**src/rtl/fb_loader_pkg.sv**
```systemverilog
`default_nettype none
// ============================================================================
//  Module      : fb_loader_pkg
//  Description : Shared types and answer codes for the framebuffer row loader.
//  Revision    : 1.0 - initial release
// ============================================================================
package fb_loader_pkg;

  // Loader control states
  typedef enum logic [1:0] {
    IDLE   = 2'd0,
    WRITE  = 2'd1,
    ANSWER = 2'd2
  } state_e;

  // Answer bytes returned to the UART transmitter
  localparam logic [7:0] ACK_CODE = 8'hAA;  // row written
  localparam logic [7:0] FRM_CODE = 8'hAF;  // row written, frame complete
  localparam logic [7:0] NAK_CODE = 8'hEE;  // row index out of range

endpackage : fb_loader_pkg
`default_nettype wire

```
**src/rtl/row_shift_reg.sv**
```systemverilog
`default_nettype none
// ============================================================================
//  Module      : row_shift_reg
//  Description : Loadable pixel-row shift register. Shifts right by one pixel
//                per enable, zero filling, and presents the current pixel on
//                its low PIX_W bits.
//  Revision    : 1.0 - initial release
// ============================================================================
module row_shift_reg #(
  parameter int WIDTH = 640,
  parameter int PIX_W = 3
) (
  input  logic                     clk,
  input  logic                     rst_n,
  input  logic                     load_i,
  input  logic                     shift_i,
  input  logic [WIDTH*PIX_W-1:0]   data_i,
  output logic [PIX_W-1:0]         pix_o
);

  localparam int DATA_W = WIDTH * PIX_W;

  logic [DATA_W-1:0] data_q;
  logic [DATA_W-1:0] data_d;

  // Load has priority over shift; otherwise hold
  always_comb begin
    data_d = data_q;
    if (load_i) begin
      data_d = data_i;
    end else if (shift_i) begin
      data_d = data_q >> PIX_W;
    end
  end

  // Row storage register
  always_ff @(posedge clk or negedge rst_n) begin
    if (!rst_n) begin
      data_q <= '0;
    end else begin
      data_q <= data_d;
    end
  end

  assign pix_o = data_q[PIX_W-1:0];

endmodule : row_shift_reg
`default_nettype wire

```
**src/rtl/fb_row_loader.sv**
```systemverilog
`default_nettype none
// ============================================================================
//  Module      : fb_row_loader
//  Description : Accepts a packed pixel row, writes it pixel by pixel into the
//                framebuffer at row*WIDTH+col under back-pressure, then emits
//                an ACK/FRM/NAK answer byte. Tracks rows loaded per frame.
//  Revision    : 1.0 - initial release
// ============================================================================
module fb_row_loader
  import fb_loader_pkg::*;
#(
  parameter int WIDTH  = 640,
  parameter int HEIGHT = 480,
  parameter int PIX_W  = 3,
  parameter int ROW_W  = 9,
  parameter int ADDR_W = 19
) (
  input  logic                     clk,
  input  logic                     rst_n,
  input  logic                     row_valid,
  output logic                     row_ready,
  input  logic [ROW_W-1:0]         row_idx,
  input  logic [WIDTH*PIX_W-1:0]   row_data,
  output logic                     fb_wr_en,
  output logic [ADDR_W-1:0]        fb_wr_addr,
  output logic [PIX_W-1:0]         fb_wr_data,
  input  logic                     fb_wr_ready,
  output logic                     ans_valid,
  output logic [7:0]               ans_data,
  input  logic                     ans_ready,
  output logic                     frame_done,
  output logic [ROW_W-1:0]         rows_loaded
);

  localparam int                COL_W    = (WIDTH > 1) ? $clog2(WIDTH) : 1;
  localparam logic [ROW_W-1:0]  HEIGHT_R = ROW_W'(HEIGHT);
  localparam logic [ROW_W-1:0]  LAST_ROW = ROW_W'(HEIGHT - 1);
  localparam logic [COL_W-1:0]  LAST_COL = COL_W'(WIDTH - 1);
  localparam logic [ADDR_W-1:0] WIDTH_A  = ADDR_W'(WIDTH);

  // --------------------------------------------------------------------------
  // Parameter legality, checked at elaboration
  // --------------------------------------------------------------------------
  if (WIDTH < 1) begin : g_chk_width
    $error("fb_row_loader: WIDTH must be at least 1");
  end
  if (HEIGHT < 1) begin : g_chk_height
    $error("fb_row_loader: HEIGHT must be at least 1");
  end
  if (PIX_W < 1) begin : g_chk_pix
    $error("fb_row_loader: PIX_W must be at least 1");
  end
  if ((64'd1 << ROW_W) <= 64'(HEIGHT)) begin : g_chk_row_w
    $error("fb_row_loader: ROW_W too narrow for HEIGHT");
  end
  if ((64'd1 << ADDR_W) < (64'(WIDTH) * 64'(HEIGHT))) begin : g_chk_addr_w
    $error("fb_row_loader: ADDR_W too narrow for WIDTH*HEIGHT");
  end

  // --------------------------------------------------------------------------
  // State and registered outputs
  // --------------------------------------------------------------------------
  state_e            state_q, state_d;
  logic              row_ready_q, row_ready_d;
  logic              wr_en_q, wr_en_d;
  logic [ADDR_W-1:0] addr_q, addr_d;
  logic [ADDR_W-1:0] base_q, base_d;
  logic [COL_W-1:0]  col_q, col_d;
  logic [ROW_W-1:0]  row_q, row_d;
  logic              ans_valid_q, ans_valid_d;
  logic [7:0]        ans_data_q, ans_data_d;
  logic              frame_done_q, frame_done_d;
  logic [ROW_W-1:0]  rows_loaded_q, rows_loaded_d;

  logic              sr_load;
  logic              sr_shift;
  logic [ADDR_W-1:0] row_base;
  logic [COL_W-1:0]  col_inc;

  // Constant-coefficient multiply; legal rows never exceed ADDR_W bits
  assign row_base = ADDR_W'(row_idx) * WIDTH_A;
  assign col_inc  = col_q + 1'b1;

  // Pixel row storage; its low bits drive the write data directly
  row_shift_reg #(
    .WIDTH (WIDTH),
    .PIX_W (PIX_W)
  ) u_row_shift_reg (
    .clk     (clk),
    .rst_n   (rst_n),
    .load_i  (sr_load),
    .shift_i (sr_shift),
    .data_i  (row_data),
    .pix_o   (fb_wr_data)
  );

  // Next-state and next-output logic for the loader FSM
  always_comb begin
    state_d       = state_q;
    row_ready_d   = row_ready_q;
    wr_en_d       = wr_en_q;
    addr_d        = addr_q;
    base_d        = base_q;
    col_d         = col_q;
    row_d         = row_q;
    ans_valid_d   = ans_valid_q;
    ans_data_d    = ans_data_q;
    frame_done_d  = 1'b0;
    rows_loaded_d = rows_loaded_q;
    sr_load       = 1'b0;
    sr_shift      = 1'b0;

    unique case (state_q)
      IDLE: begin
        row_ready_d = 1'b1;
        if (row_valid && row_ready_q) begin
          sr_load     = 1'b1;
          row_ready_d = 1'b0;
          row_d       = row_idx;
          if (row_idx >= HEIGHT_R) begin
            state_d     = ANSWER;
            ans_valid_d = 1'b1;
            ans_data_d  = NAK_CODE;
          end else begin
            state_d = WRITE;
            base_d  = row_base;
            col_d   = '0;
            addr_d  = row_base;
            wr_en_d = 1'b1;
          end
        end
      end

      WRITE: begin
        // Outputs hold while the RAM stalls
        if (fb_wr_ready) begin
          sr_shift = 1'b1;
          if (col_q == LAST_COL) begin
            wr_en_d     = 1'b0;
            state_d     = ANSWER;
            ans_valid_d = 1'b1;
            if (row_q == LAST_ROW) begin
              ans_data_d    = FRM_CODE;
              frame_done_d  = 1'b1;
              rows_loaded_d = '0;
            end else begin
              ans_data_d    = ACK_CODE;
              rows_loaded_d = rows_loaded_q + 1'b1;
            end
          end else begin
            col_d  = col_inc;
            addr_d = base_q + ADDR_W'(col_inc);
          end
        end
      end

      ANSWER: begin
        if (ans_ready) begin
          ans_valid_d = 1'b0;
          state_d     = IDLE;
          row_ready_d = 1'b1;
        end
      end

      default: begin
        state_d     = IDLE;
        wr_en_d     = 1'b0;
        ans_valid_d = 1'b0;
        row_ready_d = 1'b0;
      end
    endcase
  end

  // State and output registers; reset drops any row in flight
  always_ff @(posedge clk or negedge rst_n) begin
    if (!rst_n) begin
      state_q       <= IDLE;
      row_ready_q   <= 1'b0;
      wr_en_q       <= 1'b0;
      addr_q        <= '0;
      base_q        <= '0;
      col_q         <= '0;
      row_q         <= '0;
      ans_valid_q   <= 1'b0;
      ans_data_q    <= '0;
      frame_done_q  <= 1'b0;
      rows_loaded_q <= '0;
    end else begin
      state_q       <= state_d;
      row_ready_q   <= row_ready_d;
      wr_en_q       <= wr_en_d;
      addr_q        <= addr_d;
      base_q        <= base_d;
      col_q         <= col_d;
      row_q         <= row_d;
      ans_valid_q   <= ans_valid_d;
      ans_data_q    <= ans_data_d;
      frame_done_q  <= frame_done_d;
      rows_loaded_q <= rows_loaded_d;
    end
  end

  assign row_ready   = row_ready_q;
  assign fb_wr_en    = wr_en_q;
  assign fb_wr_addr  = addr_q;
  assign ans_valid   = ans_valid_q;
  assign ans_data    = ans_data_q;
  assign frame_done  = frame_done_q;
  assign rows_loaded = rows_loaded_q;

endmodule : fb_row_loader
`default_nettype wire

```
**config.mk**
```make
export PLATFORM = sky130hd
export DESIGN_NAME = fb_row_loader
export DESIGN_NICKNAME = d
export VERILOG_FILES = /design/src/rtl/fb_loader_pkg.sv /design/src/rtl/row_shift_reg.sv /design/src/rtl/fb_row_loader.sv
export SDC_FILE = /design/constraint.sdc
export NUM_CORES = 2
export LEC_CHECK = 0
export CAP_MARGIN = 25
export CORE_AREA = 10 10 753 755
export CTS_CLUSTER_SIZE = 25
export DETAILED_ROUTE_END_ITERATION = 16
export DIE_AREA = 0 0 763 765
export PLACE_DENSITY_LB_ADDON = 0.1
export SKIP_LAST_GASP = 1
export SYNTH_ARGS = -nofsm -noshare
export SYNTH_HDL_FRONTEND = slang
export SYNTH_SLANG_ARGS = --single-unit
```
**constraint.sdc**
```tcl
create_clock -name clk -period 5.7 [get_ports clk]
set_input_delay 0.57 -clock clk [delete_from_list [all_inputs] [get_ports clk]]
set_output_delay 0.57 -clock clk [all_outputs]
set_load 0.01 [all_outputs]
```
### Word level (Yosys, flattened, before mapping)

Cells that the tools add are included.
Widths: inputs -> output; s select.

| word-level totals | value |
|---|---|
| logic and storage cells | 91 |
| output and inout bits | 43 |
| flip-flop bits (word level) | 1,993 |
| bits of input ports | 1,934 |

| operators by class | value |
|---|---|
| muxes and demuxes | 47 |
| reductions and logical operators | 13 |
| multipliers | 1 |
| bitwise logic cells | 3 |
| $lt $le $gt $ge | 1 |
| add/sub/neg operators | 3 |
| equal/unequal tests | 11 |

Operators with widths:

| kind | number |
|---|---|
| $mux 1920 | 2 |
| $mux 19 | 4 |
| $mux 10 | 4 |
| $pmux 19 s2 | 1 |
| $mux 8 | 4 |
| $pmux 10 s2 | 1 |
| $reduce_and 5->1 | 4 |
| $add 19x10->19 | 1 |
| $mux 1 | 19 |
| $pmux 8 s2 | 1 |
| $ne 2x2->1 const B | 7 |
| $mul 9x3->12 const B | 1 |
| $add 10x1->10 const B | 1 |
| $eq 10x10->1 const B | 1 |
| $mux 2 | 5 |
| $add 9x1->9 const B | 1 |
| $eq 9x9->1 const B | 1 |
| $ge 9x9->1 const B | 1 |
| $mux 9 | 1 |
| $pmux 1 s3 | 3 |
| $pmux 2 s3 | 1 |
| $reduce_and 3->1 | 2 |
| $reduce_and 2->1 | 2 |
| $reduce_and 4->1 | 1 |
| other kinds (7) | 10 |

### Depth between registers and ports, before layout

| depth | value |
|---|---|
| word-level depth | 5 |
| depth in mapped cells | 10 |
| mapped depth without buffers | 10 |

### By module

From an unflattened synthesis, not the netlist that was laid out.

| second synthesis, totals | value |
|---|---|
| cells, all modules | 8,700 |
| area, all modules | 92,707.7 um^2 |

By module, submodules not included:

| module | cells each | seq. area each (um^2) | instances | area each (um^2) |
|---|---|---|---|---|
| row_shift_reg | 8,324 | 48,046.1 | 1 | 89,076.7 |
| fb_row_loader | 376 | 1,551.5 | 1 | 3,631.0 |

### Least setup slack after synthesis

Ideal clock, no wire load.

| path | value |
|---|---|
| path kind | in2reg |
| start | in row_idx[1] |
| end | reg addr_q[16], in the netlist fb_wr_addr[16] |
| path slack | 3.061 ns |
| path buffers | 0 |
| stages on the path | 8 |
| required time | 5.575 ns |
| library setup time | 0.125 ns |
| data arrival time | 2.515 ns |
| path through | ha_1 -> ha_1 -> fa_1 -> a21o_1 -> a221oi_1 -> xor2_1 -> mux2i_1 -> mux2_2 |

| on the way | value |
|---|---|
| longest elaborated chain between the ends | 4 |
| elaborated cells on any way between the ends | 7 |
| those cells by class | mul (1); order compare (1); eq/ne (1); mux (3); reduce/logical (1) |

Ends and longest elaborated chain:

| what | line | source |
|---|---|---|
| from (decl) | fb_row_loader.sv:22 | `input logic [ROW_W-1:0] row_idx,` |
| $mul 9x3->12 | fb_row_loader.sv:81 | `assign row_base = ADDR_W'(row_idx) * WIDTH_A;` |
| $mux 19 | fb_row_loader.sv:120 | `if (row_idx >= HEIGHT_R) begin` |
| $mux 19 | fb_row_loader.sv:116 | `if (row_valid && row_ready_q) begin` |
| $pmux 19 s2 | fb_row_loader.sv:113 | `unique case (state_q)` |
| to (signal assigned) | fb_row_loader.sv:192 | `addr_q <= addr_d;` |
| to (decl) | fb_row_loader.sv:66 | `logic [ADDR_W-1:0] addr_q, addr_d;` |

Parallel ways exist; a longest one is shown, timed or not. The select of a mux whose other input is x is not followed.
A chain may end at the register's enable or synchronous reset.

### Final worst setup path

| path | value |
|---|---|
| start | reg state_q[0] |
| end | reg u_row_shift_reg.data_q[1565] |

| on the way | value |
|---|---|
| longest elaborated chain between the ends | 3 |
| elaborated cells on any way between the ends | 6 |
| those cells by class | eq/ne (1); mux (3); reduce/logical (2) |

Ends and longest elaborated chain:

| what | line | source |
|---|---|---|
| from (decl) | fb_row_loader.sv:63 | `state_e state_q, state_d;` |
| from (signal assigned) | fb_row_loader.sv:189 | `state_q <= state_d;` |
| $eq 2x1->1 or $logic_not 2->1 (tied branches) | fb_row_loader.sv:113 |  |
| $mux 1 | fb_row_loader.sv:113 |  |
| $reduce_bool 2->1 (no line) or $mux 1920 (tied branches) | - |  |
| to (signal assigned) | row_shift_reg.sv:41 | `data_q <= data_d;` |
| to (decl) | row_shift_reg.sv:23 | `logic [DATA_W-1:0] data_q;` |

Parallel ways exist; a longest one is shown, timed or not.

==> summary.md <==
| Metric | Value |
|---|---|
| H-tree Lvls | 5 |
| Final hold slack | 0.176 ns |
| Die X | 763 um |
| Crit. Startpoint | state_q[0]$_DFFE_PN0P_ |
| Most frequent cells in the layout | nand2_1, dfrtp_1, clkdlybuf4s50_1, nor2_1, a31oi_1 |
| Seq/Total Area, Yosys | 0.557 |
| Clock Skew | just over 0.08 ns |
| Synth Area per Inst | just over 8 um^2 |
| CTS Buf Count | 282 |
| HPWL Detailed | 363000 um |
| Die footprint | around 580000 um^2 |
| Synth Area in XOR/XNOR | 0.00177 |
| Hold Vio Cnt, Final | 0 |
| Simple-gate share of the synthesized area | 0.249 |
| First-pass GRT wire length | 674000 um |
| Yosys warns | 0 |
| Most used DFF post-synth | dfrtp_1 |
| IO Port Bufs | 1975 |
| Worst Path Arrival | slightly above 4 ns |
| Core area | 551000 um^2 |
| FF-to-FF Start | state_q[0]$_DFFE_PN0P_ |
| CP max stage cell | nand2_8 |
| Unrepaired setup endpoints after global routing | no |
| Number of enable flip-flop cells after synthesis | 0 |
| # resized after CTS | 0 |
| Worst slew pin tran | 1.08 ns |
| Fin area | 126000 um^2 |
| Largest family of logic cells by synthesized area | simple AND/OR/NAND/NOR gates |
| Vias per inst | around 4.2 |
| Crit Path Max Fanout | 60 |
| Die height | 765 um |
| DRC | 0 |
| Drt wl/cell | 24.0 um |
| CTS Sinks | 1982 |
| Initial Util | 0.162 |
| Mapped Cells | between 10000 and 15000 |
| Post-Route WL | 481000 um |
| FF+latch count, synth | 1982 |
| Max frequency | about 300 MHz |
| Final period utilization | 0.585 |
| Status | completed |
| Clk pin slew, worst setup/hold paths | ~0.06 ns |
| Max Slew Vio Count | 0 |
| Vias post-DR | about 84000 |
| Aggregate global routing overflow | 0 |
| P_leak | 0.0518 uW |
| Worst endpoint required time | 6.50 ns |
| DRT Pass-1 Iters | 7 |
| Root buf cell | clkbuf_16 |
| Adder-Cell Fraction of Synth Area | 0.00312 |
| Cell area power density | 540 nW/um^2 |
| Fillers | 61427 |
| Top cells by area, synth | dfrtp_1, nand2_1, a31oi_1 |
| Clock Latency Late Sink | 0.94 ns |
| Synth Area in Compound Gates | 0.142 |
| Final nets | 14352 |
| Asr flop ratio synth | 1.00 |
| Synth cell types | 57 |
| Crit path largest cell delay | ~0.73 ns |
| Drt first-iter violations | 5888 |
| Layout cells sized above 1 | 0.0490 |
| Leading area contributor after synthesis | dfrtp_1 |
| Crit Path Category | reg2reg |
| Clk buf depth | 4 |
| Max rail drop VDD | 0.000339 V |
| Initial antenna violation count | 690 |
| Placer Congestion | 0.765 |
| Global Route Usage Sum | 0.158 |
| CP Cell Sequence | nor2_2, nand3_4, nand2_8, buf_12, buf_4, nor2_1, a31oi_1 |
| Hold_sp | row_data[74] |
| MaxCap Viol Count | 0 |
| Area Growth Syn to Fin | 41.5% |
| Hold Path Class | in2reg |
| Startpoint types | flip-flop |
| Num rows | between 200 and 300 |
| Placed cell areas | between 100000 and 150000 um^2 |
| Vias in the first global route | about 85000 |
| Post-route ant nets | 0 |
| Slew margin rel. | 0.283 |
| Final Setup Violations | 0 |
| Yosys top cell area share | 0.557 |
| Crit. End Element | flip-flop |
| Mux share of post-synthesis cell area | 0.00162 |
| Synthesized area | around 90000 um^2 |
| Most common cell after layout, fill and taps aside | nand2_1 |
| Maximum number of pins on one net before global-route repair | 179 |
| Setup tns final | 0 ns |
| Synthesized net count | 12773 |
| TritonCTS clock tree | yes |
| Ports | between 1500 and 2000 |
| Min Tclk post-route | 3.34 ns |
-- cells by family (layout without fill, tap and decap cells) --
group	Yosys count	in the layout
flip-flops	1982	1982
AO/OA/AOI/OAI	2011	2011
buffers and inverters	884	2670
multiplexers	13	13
AND/OR/NAND/NOR	5888	5888
XOR/XNOR	18	18
adder cells (fa/ha/maj)	21	21
other	1	156
-- worst paths after layout --
check	end	slack, ns	cells after the start
min in group asynchronous	u_row_shift_reg.data_q[753]$_DFFE_PN0P_	0.35	2
hold / removal	u_row_shift_reg.data_q[74]$_DFFE_PN0P_	0.18	3
setup / recovery	u_row_shift_reg.data_q[1565]$_DFFE_PN0P_	2.36	7
setup reg to reg	u_row_shift_reg.data_q[1565]$_DFFE_PN0P_	2.36	7
max in group asynchronous	u_row_shift_reg.data_q[1603]$_DFFE_PN0P_	3.65	4
hold reg to reg	u_row_shift_reg.data_q[690]$_DFFE_PN0P_	0.47	2
-- where the power goes --
part | switching [uW] | internal [uW] | total, uW | leakage, uW
clock | 7630 | 10300 | 17900 | 0.00444
combinational | 16200 | 9620 | 25800 | 0.0262
sequential | 3690 | 20600 | 24300 | 0.0211
-- timing repair --
| item | 4_1_cts | 5_1_grt |
|---|---|---|
| endpoints found under the hold margin | 49 | 0 |
| buffers inserted | 0 | 0 |
| hold buffers | 1 | 0 |
-- metrics by stage --
step | cells | util | worst slack, ns | power (uW)
finish | 20046 | 0.228 | 2.36 | 68100
global route | 19959 | 0.228 | 1.94 | 74300
CTS | 19891 | 0.228 | 2.14 | 69800
detailed placement | 19399 | 0.211 | 1.85 | 51200
global placement | 19399 | 0.211 | 1.90 | 51200
floorplan | 10818 | - | 3.06 | 41900
-- cell usage after synthesis (4+ instances only) --
master and count:
buf_2 465, a22o_1 9, xnor2_1 9, buf_1 46, a31oi_1 1926, o21ai_0 25, nand4_1 5, a21o_1 10
mux2_2 8, a21oi_1 13, dfrtp_1 1982, xor2_1 9, buf_4 29, nand2_1 3904, nand2b_1 4, o31ai_1 6
ha_1 19, nor2_1 1939, nand3_1 14, clkbuf_1 340, nor3_1 5
-- worst max-delay path, delay by kind of cell (launching register included) --
| kind | cells | cell delay (ns) |
|---|---|---|
| simple gates | 4 | 1.58 |
| buf+inv | 2 | 0.82 |
| flops | 1 | 0.50 |
| compound gates | 1 | 0.18 |
-- routing by layer --
| metal | wire [um] | track usage | share of wire |
|---|---|---|---|
| met1 | 184000 | 0.174 | 0.38 |
| met2 | 232000 | 0.271 | 0.48 |
| met3 | 44900 | 0.0703 | 0.093 |
| met4 | 17900 | 0.0514 | 0.037 |
| met5 | 2750 | 0 | 0.0057 |
-- state kept, by name, indices dropped and copies added (netlist names), 2 cells and up --
register / flops
u_row_shift_reg.data_q: 1920
fb_wr_addr: 19
base_q: 12
row_q: 9
rows_loaded: 9
ans_data: 4
col_q: 3
state_q: 2
-- final cells by class --
type,instances,area [um^2],area share
Tap cell,7287,9120,0.0724
Sequential cell,1982,49600,0.394
Multi-Input combinational cell,7952,35500,0.281
Clock inverter,65,1040,0.00822
Clock buffer,426,8140,0.0646
Antenna cell,155,388,0.00308
Timing Repair Buffer,2176,22200,0.176
Inverter,3,11.3,0.0000894
Note: power is estimated with default switching activity, not from simulation.
